==> config.mk <==
export PLATFORM = sky130hd
export DESIGN_NAME = ioif_pad_frontend_flat
export DESIGN_NICKNAME = d
export VERILOG_FILES = /design/src/rtl/ioif_pad_frontend_pkg.sv /design/src/rtl/ioif_pad_frontend_if.sv /design/src/rtl/ioif_pad_frontend_filter.sv /design/src/rtl/ioif_pad_frontend.sv /design/src/flat_wrapper.sv
export SDC_FILE = /design/constraint.sdc
export NUM_CORES = 1
export LEC_CHECK = 0
export ABC_AREA = 0
export BUFFER_PORTS_ARGS = -buffer_cell sky130_fd_sc_hd__buf_2
export CAP_MARGIN = 40
export CORE_UTILIZATION = 44
export CTS_CLUSTER_SIZE = 24
export DETAILED_ROUTE_END_ITERATION = 10
export GPL_TIMING_DRIVEN = 0
export PLACE_DENSITY = 0.81
export SETUP_SLACK_MARGIN = 0.5
export SYNTH_ARGS = -nofsm -noshare
export SYNTH_HDL_FRONTEND = slang
export SYNTH_HIERARCHICAL = 1
export SYNTH_SLANG_ARGS = --single-unit
==> constraint.sdc <==
create_clock -name clk -period 2.1 [get_ports clk]
set_input_delay 0.42 -clock clk [delete_from_list [all_inputs] [get_ports clk]]
set_output_delay 0.42 -clock clk [all_outputs]
set_load 0.02 [all_outputs]
==> src/rtl/ioif_pad_frontend_pkg.sv <==
// Shared types and reset constants for the pad-side ioif terminator.
// Pad config travels through unchanged; only anamode is interpreted here.
package pad_pkg;

    typedef struct packed {
        logic       anamode;
        logic [1:0] drive;
        logic       slew;
        logic       schmitt;
    } padcfg_arm_t;

    localparam logic PAD_PO_RST = 1'b1;
    localparam logic PAD_OE_RST = 1'b0;
    localparam logic PAD_PU_RST = 1'b1;

    typedef enum logic {
        STABLE = 1'b0,
        PEND   = 1'b1
    } filt_state_e;

endpackage

==> src/rtl/ioif_pad_frontend_if.sv <==
// ioif link between a peripheral (master) and the pad frontend (load).
// po/oe/pu flow peripheral->pad; pi flows pad->peripheral. Levels, no handshake.
interface ioif;
    logic po;
    logic oe;
    logic pu;
    logic pi;

    modport master (output po, output oe, output pu, input pi);
    modport load   (input po, input oe, input pu, output pi);
endinterface

==> src/rtl/ioif_pad_frontend_filter.sv <==
// Glitch filter: pi follows sync_i only after it has differed for len_i cycles.
// Events are registered and coincide with the cycle pi takes its new value.
module ioif_glitch_filter
    import pad_pkg::*;
#(
    parameter int FILT_W = 4
) (
    input  logic              clk,
    input  logic              reset,
    input  logic              sync_i,
    input  logic [FILT_W-1:0] len_i,
    input  logic              anamode_i,
    output logic              pi_o,
    output logic              evt_rise_o,
    output logic              evt_fall_o,
    output filt_state_e       state_o
);

    filt_state_e       state_q, state_d;
    logic [FILT_W-1:0] cnt_q, cnt_d;
    logic              pi_q, pi_d;
    logic              rise_q, rise_d;
    logic              fall_q, fall_d;

    always_ff @(posedge clk or posedge reset) begin
        if (reset) begin
            state_q <= STABLE;
            cnt_q   <= '0;
            pi_q    <= 1'b1;
            rise_q  <= 1'b0;
            fall_q  <= 1'b0;
        end else begin
            state_q <= state_d;
            cnt_q   <= cnt_d;
            pi_q    <= pi_d;
            rise_q  <= rise_d;
            fall_q  <= fall_d;
        end
    end

    always_comb begin
        state_d = state_q;
        cnt_d   = cnt_q;
        pi_d    = pi_q;
        rise_d  = 1'b0;
        fall_d  = 1'b0;
        if (anamode_i) begin
            // Analog pads present a constant high and never raise events.
            state_d = STABLE;
            cnt_d   = '0;
            pi_d    = 1'b1;
        end else begin
            case (state_q)
                STABLE: begin
                    if (sync_i != pi_q) begin
                        if (len_i == FILT_W'(1)) begin
                            pi_d   = sync_i;
                            rise_d = sync_i;
                            fall_d = ~sync_i;
                        end else begin
                            cnt_d   = FILT_W'(1);
                            state_d = PEND;
                        end
                    end
                end
                PEND: begin
                    if (sync_i == pi_q) begin
                        cnt_d   = '0;
                        state_d = STABLE;
                    end else if (cnt_q >= len_i - FILT_W'(1)) begin
                        pi_d    = sync_i;
                        rise_d  = sync_i;
                        fall_d  = ~sync_i;
                        cnt_d   = '0;
                        state_d = STABLE;
                    end else if (cnt_q != '1) begin
                        cnt_d = cnt_q + FILT_W'(1);
                    end
                end
                default: begin
                    cnt_d   = '0;
                    state_d = STABLE;
                end
            endcase
        end
    end

    assign pi_o       = pi_q;
    assign evt_rise_o = rise_q;
    assign evt_fall_o = fall_q;
    assign state_o    = state_q;

endmodule

==> src/rtl/ioif_pad_frontend.sv <==
// Pad-side terminator of the ioif link: registers the output path onto the pad
// wires and returns a synchronised, glitch-filtered pad_in as ioifld.pi.
module ioif_pad_frontend
    import pad_pkg::*;
#(
    parameter int SYNC_STAGES = 2,
    parameter int FILT_W      = 4
) (
    input  logic              clk,
    input  logic              reset,
    ioif.load                 ioifld,
    input  padcfg_arm_t       padcfg,
    input  logic              filt_en,
    input  logic [FILT_W-1:0] filt_len,
    output logic              pad_out,
    output logic              pad_oe,
    output logic              pad_pu,
    output padcfg_arm_t       pad_cfg,
    input  logic              pad_in,
    output logic              evt_rise,
    output logic              evt_fall,
    output filt_state_e       dbg_filt_state
);

    logic                   pad_out_q, pad_oe_q, pad_pu_q;
    padcfg_arm_t            pad_cfg_q;
    logic [SYNC_STAGES-1:0] sync_q, sync_d;
    logic [FILT_W-1:0]      len_eff;
    logic                   pi;

    // Analog mode always tri-states the digital driver.
    always_ff @(posedge clk or posedge reset) begin
        if (reset) begin
            pad_out_q <= PAD_PO_RST;
            pad_oe_q  <= PAD_OE_RST;
            pad_pu_q  <= PAD_PU_RST;
            pad_cfg_q <= '0;
        end else begin
            pad_out_q <= ioifld.po;
            pad_oe_q  <= ioifld.oe & ~padcfg.anamode;
            pad_pu_q  <= ioifld.pu;
            pad_cfg_q <= padcfg;
        end
    end

    assign sync_d = {sync_q[SYNC_STAGES-2:0], pad_in};

    always_ff @(posedge clk or posedge reset) begin
        if (reset) sync_q <= '1;
        else       sync_q <= sync_d;
    end

    assign len_eff = (filt_en && filt_len != '0) ? filt_len : FILT_W'(1);

    ioif_glitch_filter #(.FILT_W(FILT_W)) u_filt (
        .clk        (clk),
        .reset      (reset),
        .sync_i     (sync_q[SYNC_STAGES-1]),
        .len_i      (len_eff),
        .anamode_i  (padcfg.anamode),
        .pi_o       (pi),
        .evt_rise_o (evt_rise),
        .evt_fall_o (evt_fall),
        .state_o    (dbg_filt_state)
    );

    assign ioifld.pi = pi;
    assign pad_out   = pad_out_q;
    assign pad_oe    = pad_oe_q;
    assign pad_pu    = pad_pu_q;
    assign pad_cfg   = pad_cfg_q;

endmodule
==> src/flat_wrapper.sv <==
// flat-port wrapper written by rule: the top's interface ports become plain ports
module ioif_pad_frontend_flat import pad_pkg::*;
#(
    parameter int SYNC_STAGES = 2,
    parameter int FILT_W      = 4
)
  (clk, reset, padcfg, filt_en, filt_len, pad_out, pad_oe, pad_pu, pad_cfg, pad_in, evt_rise, evt_fall, dbg_filt_state, ioifld_po, ioifld_oe, ioifld_pu, ioifld_pi);
  ioif ioifld_i ();
  input  logic clk;
  input  logic reset;
  input  padcfg_arm_t padcfg;
  input  logic filt_en;
  input  logic [FILT_W-1:0] filt_len;
  output logic pad_out;
  output logic pad_oe;
  output logic pad_pu;
  output padcfg_arm_t pad_cfg;
  input  logic pad_in;
  output logic evt_rise;
  output logic evt_fall;
  output filt_state_e dbg_filt_state;
  input wire logic [$bits(ioifld_i.po)-1:0] ioifld_po;
  input wire logic [$bits(ioifld_i.oe)-1:0] ioifld_oe;
  input wire logic [$bits(ioifld_i.pu)-1:0] ioifld_pu;
  output wire logic [$bits(ioifld_i.pi)-1:0] ioifld_pi;
  assign ioifld_i.po = ioifld_po;
  assign ioifld_i.oe = ioifld_oe;
  assign ioifld_i.pu = ioifld_pu;
  assign ioifld_pi = ioifld_i.pi;
  ioif_pad_frontend #(.SYNC_STAGES(SYNC_STAGES), .FILT_W(FILT_W)) u_core (.clk(clk), .reset(reset), .ioifld(ioifld_i), .padcfg(padcfg), .filt_en(filt_en), .filt_len(filt_len), .pad_out(pad_out), .pad_oe(pad_oe), .pad_pu(pad_pu), .pad_cfg(pad_cfg), .pad_in(pad_in), .evt_rise(evt_rise), .evt_fall(evt_fall), .dbg_filt_state(dbg_filt_state));
endmodule
# Yosys cells after proc, flatten, opt, wreduce, memory -nomap -nowiden
# Index checks and enable logic that the tools add are counted.
# W data, S select, Z words.
dict set report totals {
  latch_bits 0
  regBits 18
  mem_bits_rw 0
  in_bits 16
  romBits 0
  memories 0
  elab_cells 66
  output_inout_bits 12
}
dict set report op_classes {
  reduce_logical 4
  muxes 32
  div 0
  magnitude_cmp 1
  n_bitwise 4
  multipliers 0
  shift 0
  addsub 2
  eq_ne 10
}
# cell n
set ops {}
lappend ops {{$mux W4} 7}
lappend ops {{$mux W1} 20}
lappend ops {{$ne A3 B3 Y1 const B} 4}
lappend ops {{$pmux W1 S2} 4}
lappend ops {{$pmux W4 S2} 1}
lappend ops {{$ne A5 B2 Y1 const B} 1}
lappend ops {{$add A4 B1 Y4 const B} 1}
lappend ops {{$eq A4 B1 Y1 const B} 1}
lappend ops {{$ge A4 B4 Y1} 1}
lappend ops {{$ne A4 B4 Y1 const B} 1}
lappend ops {{$reduce_and A4 Y1} 1}
lappend ops {{$reduce_bool A4 Y1} 1}
lappend ops {{$sub A4 B1 Y4 const B} 1}
lappend ops {{$ne A3 B2 Y1 const B} 1}
lappend ops {{$not A1 Y1} 3}
lappend ops {{$reduce_and A3 Y1} 1}
lappend ops {{$and A1 B1 Y1} 1}
lappend ops {{$eq A1 B1 Y1} 1}
lappend ops {{$logic_and A1 B1 Y1} 1}
lappend ops {{$ne A1 B1 Y1} 1}

# Logic depth before layout (Yosys ltp)
dict set report depth {
  depth_word 9
  mapped_depth 11
  ltp_nobuf 11
}

# By module
# Netlist, hierarchy kept.
# module n_inst cells_per_inst area_per_inst_um2 seq_area_each_um2
set modules_own_cells {}
lappend modules_own_cells {ioif_glitch_filter 1 56 603.1 201.4}
lappend modules_own_cells {ioif_pad_frontend 1 17 305.3 255.2}

# Worst setup path before layout
# No wires, ideal clock.
dict set report synth_path {
  kind {input to register}
  startpoint {input filt_len[1]}
  endpoint {register u_core.u_filt.cnt_q[1]}
  setup_time_ns 0.125
  arrival_ns 2.409
  t_required_ns 1.975
  path_slack_ns -0.434
  cell_stages 8
  path_buffers 0
  cell_sequence {o311ai_2 inv_1 ha_1 ha_1 a2111oi_4 o21ai_2 o32ai_4 mux2_4}
}
dict set report synth_via {
  elab_chain_len 9
  elab_cells_between_ends 13
  cone_classes {add/sub (1); order compare (1); eq/ne (3); mux (5); reduce/logical (3)}
}
# item line_no
set synth_rtl {}
lappend synth_rtl {{start: declaration} flat_wrapper.sv:13} ;# input logic [FILT_W-1:0] filt_len;
lappend synth_rtl {{$reduce_bool A4 Y1} ioif_pad_frontend.sv:53} ;# assign len_eff = (filt_en && filt_len != '0) ? filt_len : FILT_W'(1);
lappend synth_rtl {{$logic_and A1 B1 Y1} ioif_pad_frontend.sv:53}
lappend synth_rtl {{$mux W4 (*)} ioif_pad_frontend.sv:53}
lappend synth_rtl {{$sub A4 B1 Y4} ioif_pad_frontend_filter.sv:70} ;# end else if (cnt_q >= len_i - FILT_W'(1)) begin
lappend synth_rtl {{$ge A4 B4 Y1} ioif_pad_frontend_filter.sv:70}
lappend synth_rtl {{$mux W4} ioif_pad_frontend_filter.sv:70}
lappend synth_rtl {{$mux W4} ioif_pad_frontend_filter.sv:67} ;# if (sync_i == pi_q) begin
lappend synth_rtl {{$pmux W4 S2} ioif_pad_frontend_filter.sv:53} ;# case (state_q)
lappend synth_rtl {{$mux W4} ioif_pad_frontend_filter.sv:47} ;# if (anamode_i) begin
lappend synth_rtl {{end signal: assignment} ioif_pad_frontend_filter.sv:34} ;# cnt_q <= cnt_d;
lappend synth_rtl {{end: declaration} ioif_pad_frontend_filter.sv:20} ;# logic [FILT_W-1:0] cnt_q, cnt_d;
# Every way passes the cells marked *; elsewhere a longest branch is shown, timed or not.
# A chain may end at the register's enable or synchronous reset.

# Worst setup path after layout
dict set report layout_path {
  startpoint {input filt_len[1]}
  endpoint {register u_core.u_filt.cnt_q[1]}
}
dict set report layout_via {
  elab_chain_len 9
  elab_cells_between_ends 13
  cone_classes {add/sub (1); order compare (1); eq/ne (3); mux (5); reduce/logical (3)}
}
# item line_no
set layout_rtl {}
lappend layout_rtl {{$reduce_bool A4 Y1 (*)} ioif_pad_frontend.sv:53}
lappend layout_rtl {{$logic_and A1 B1 Y1 (*)} ioif_pad_frontend.sv:53}
lappend layout_rtl {{$mux W4 (*)} ioif_pad_frontend.sv:53}
lappend layout_rtl {{via u_core.len_eff[0]} ioif_pad_frontend.sv:28} ;# logic [FILT_W-1:0] len_eff;
lappend layout_rtl {{$sub A4 B1 Y4} ioif_pad_frontend_filter.sv:70}
lappend layout_rtl {{$ge A4 B4 Y1} ioif_pad_frontend_filter.sv:70}
lappend layout_rtl {{$mux W4} ioif_pad_frontend_filter.sv:70}
lappend layout_rtl {{$mux W4} ioif_pad_frontend_filter.sv:67}
lappend layout_rtl {{$pmux W4 S2} ioif_pad_frontend_filter.sv:53}
lappend layout_rtl {{$mux W4} ioif_pad_frontend_filter.sv:47}
# Mark *: on every way through the listed nets, which the timed path passes. The rest lies on a longest branch.

==> reports/metrics.yaml <==
synthesis:
  synth_area_leaders: "dfrtp_1 (36%), dfstp_2 (14%), ha_1 (9.6%)"
  yosysWarningCount: 6
  synth-main-ff-cell: "dfrtp_1"
  yosys.area.top_type: "dfrtp_1"
  synth_cell_types: 29
  ys_seq_elements: 18
  synth_area_per_cell_um2: 12.4
  synth_fp_nets: 96
  synth_cells: 73
  post-synth-top-count-cell: "dfrtp_1"
  async_reset_ff_frac: 1.00
  synth_top_area_share: 0.358
  yosysSeqAreaShare: 0.503
  syn_area_um2: 908
  synth_edf_count: 0
  yosys-top-cells-count: "dfrtp_1 (13), inv_1 (8), ha_1 (7)"
floorplanning:
  die_w_um: 47.4
  coreArea_um2: 1940
  dieArea_um2: 2250
  dieHeight_um: 47.4
  start_util: 0.468
  io_pins: 28
  num_rows: 16
timing:
  rsz0062_at_grt: "true"
  tightest_slew_ns: 0.388
  worst_slack_ns: -0.165
  finalSetupTns_ns: -0.682
  period_share: 1.08
  fmax_ghz: 0.442
  clock_skew_ns: 0.00462
  setup_viol: 6
  slew_violations: 0
  period_minus_slack_ns: 2.26
  hold_slack_ns: 0.0683
  max-slew-margin-rel: 0.742
  final_hold_viol_count: 0
routing:
  vias_per_cell: 5.08
  num_vias: 676
  drc_errors: 0
  ant_nets: 0
  routed_wl_mm: 1.60
  drtIter0Drc: 5
  drt-pass1-iter-count: 2
  wl_per_cell_um: 12.0
clock_tree:
  cts_tree: "yes"
  cts_buffers: 3
  clkLatencyLatePin_ns: 0.29
  cts.path.max_buffers: 2
  ctsHoldBuffers: 0
  cts_sinks: 18
  cts-root-buf: "clkbuf_4"
  clkSlewWorstSetupHoldPaths_ns: 0.10
  htreeDepth: 1
pwr:
  ir_drop_uv: 522
  p_per_area_nw_per_um2: 643
  cellLeakagePower_nw: 0.560
place:
  gp_congestion: 0.717
  pre_cts_slack_ns: -0.529
  dp_cells: 127
  portBuffers: 27
  dpl.hpwl_mm: 1.26
  dpl-instance-area_um2: 1110
global_routing:
  grt_max_degree: 11
  grtUsageTotal: 0.169
  overflow: 0
  antenna_found_initial: 0
  first_global_vias: 643
  grt_pass1_wl_mm: 2.48
setup_path:
  cp-end-kind: "flip-flop"
  cp-start-kind: "input port"
  path_buf_inv: 2
  crit_chain: "buf_6 > o311ai_4 > inv_2 > ha_4 > xnor2_2 > ha_2 > o21a_1 > nor2_4 > o21ai_2 > o32ai_4 > mux2_4"
  ff2ff_path_depth: 7
  cp_top_family: "compound AO/OA/AOI/OAI gates"
  cpPeakStageDelay_ns: 0.33
  path_depth: 11
  crit_fanout: 4
  cp.required_ns: 2.29
  arrival_ns: 2.45
  crit_type: "input port to flip-flop"
  slowest_stage: "mux2_4"
layout:
  layoutNonFillerInstCount: 133
  nets: 130
  num-fill-cells: 174
  area_growth_pct: 33.9
  design_area_um2: 1220
  drive_above_1_share: 0.547
  n_antenna_cell: 0
min_path:
  hp-class: "input port to async pin"
status:
  violations: "setup timing"
  status: "complete, but fails checks"
job:
  cap_violations: 0
-- power by group --
part | leakage, nW | switching (mW) | internal, mW | total, mW
clock | 0.0210 | 0.103 | 0.106 | 0.209
sequential | 0.218 | 0.0163 | 0.371 | 0.387
combinational | 0.320 | 0.0968 | 0.0898 | 0.187
-- cell type report --
| type | instances | area, µm² | share of cell area |
|---|---|---|---|
| clock buffers | 4 | 36.3 | 0.0298 |
| inverters | 8 | 30.0 | 0.0247 |
| multi-input cells | 47 | 497 | 0.408 |
| flip-flops and latches | 18 | 457 | 0.376 |
| well taps | 27 | 33.8 | 0.0278 |
| repair buffers | 29 | 163 | 0.134 |
-- metrics by stage --
stage | power (mW) | utilization
floorplan | 0.513 | -
global placement | 0.559 | 0.574
detailed placement | 0.564 | 0.574
CTS | 0.781 | 0.616
global route | 0.825 | 0.626
finish | 0.782 | 0.626
-- worst reg2reg max path, stage by stage, from the launching register on --
cell	delay [ns]
dfrtp_1	0.42
inv_1	0.13
ha_4	0.21
nand2b_4	0.14
a2111oi_4	0.45
o21ai_2	0.12
o32ai_4	0.16
mux2_4	0.33
-- registers in the layout (all words and copies together) (netlist names) --
signal                    cells
u_core/pad_cfg                5
u_core/pad_oe                 1
u_core/pad_out                1
u_core/pad_pu                 1
u_core/sync_q                 2
u_core/u_filt/cnt_q           4
u_core/u_filt/evt_fall_o      1
u_core/u_filt/evt_rise_o      1
u_core/u_filt/pi_o            1
u_core/u_filt/state_o         1
-- worst paths after layout --
path,slack [ns],from,end
worst min-delay path,0.07,reset,u_core/u_filt/cnt_q[2]
min in group clk,0.21,ioifld_pu,u_core/pad_pu
max in group asynchronous,1.72,reset,u_core/sync_q[1]
worst max register to register,0.03,u_core/u_filt/cnt_q[0],u_core/u_filt/cnt_q[1]
worst min register to register,0.36,u_core/sync_q[0],u_core/sync_q[1]
worst max-delay path,-0.16,filt_len[1],u_core/u_filt/cnt_q[1]
-- logic make-up after synthesis --
logic type,after synthesis,synth area share
buf+inv,8,0.0331
fa+ha+maj,7,0.0964
compound gates,12,0.157
flops,18,0.503
mux,2,0.0275
simple gates,23,0.154
xor+xnor,3,0.0289
-- what timing repair did --
action                                  in CTS  in global routing
hold endpoints to repair                     0                  0
resized for setup                            5                  3
setup buffers                                1                  1
pin swaps                                    2                  4
endpoints found under the setup margin       8                  8
-- layer usage --
layer | vias up | global-route usage | wire [µm]
li1 | 323 | - | -
met1 | 322 | 0.177 | 705
met2 | 27 | 0.299 | 762
met3 | 4 | 0.0377 | 92
met4 | 0 | 0.120 | 37
met5 | - | 0 | 0
-- layout by cell type, fill, tap and decap left out, drive strengths merged, types with 2 or more instances in the layout --
master	n
ha	7
nor2	6
dfrtp	13
a211o	2
xnor2	3
nor3b	2
and2	3
a21oi	2
nand3	2
clkbuf	4
buf	29
nor3	4
inv	8
dfstp	5
(Power assumes the default switching activity.)
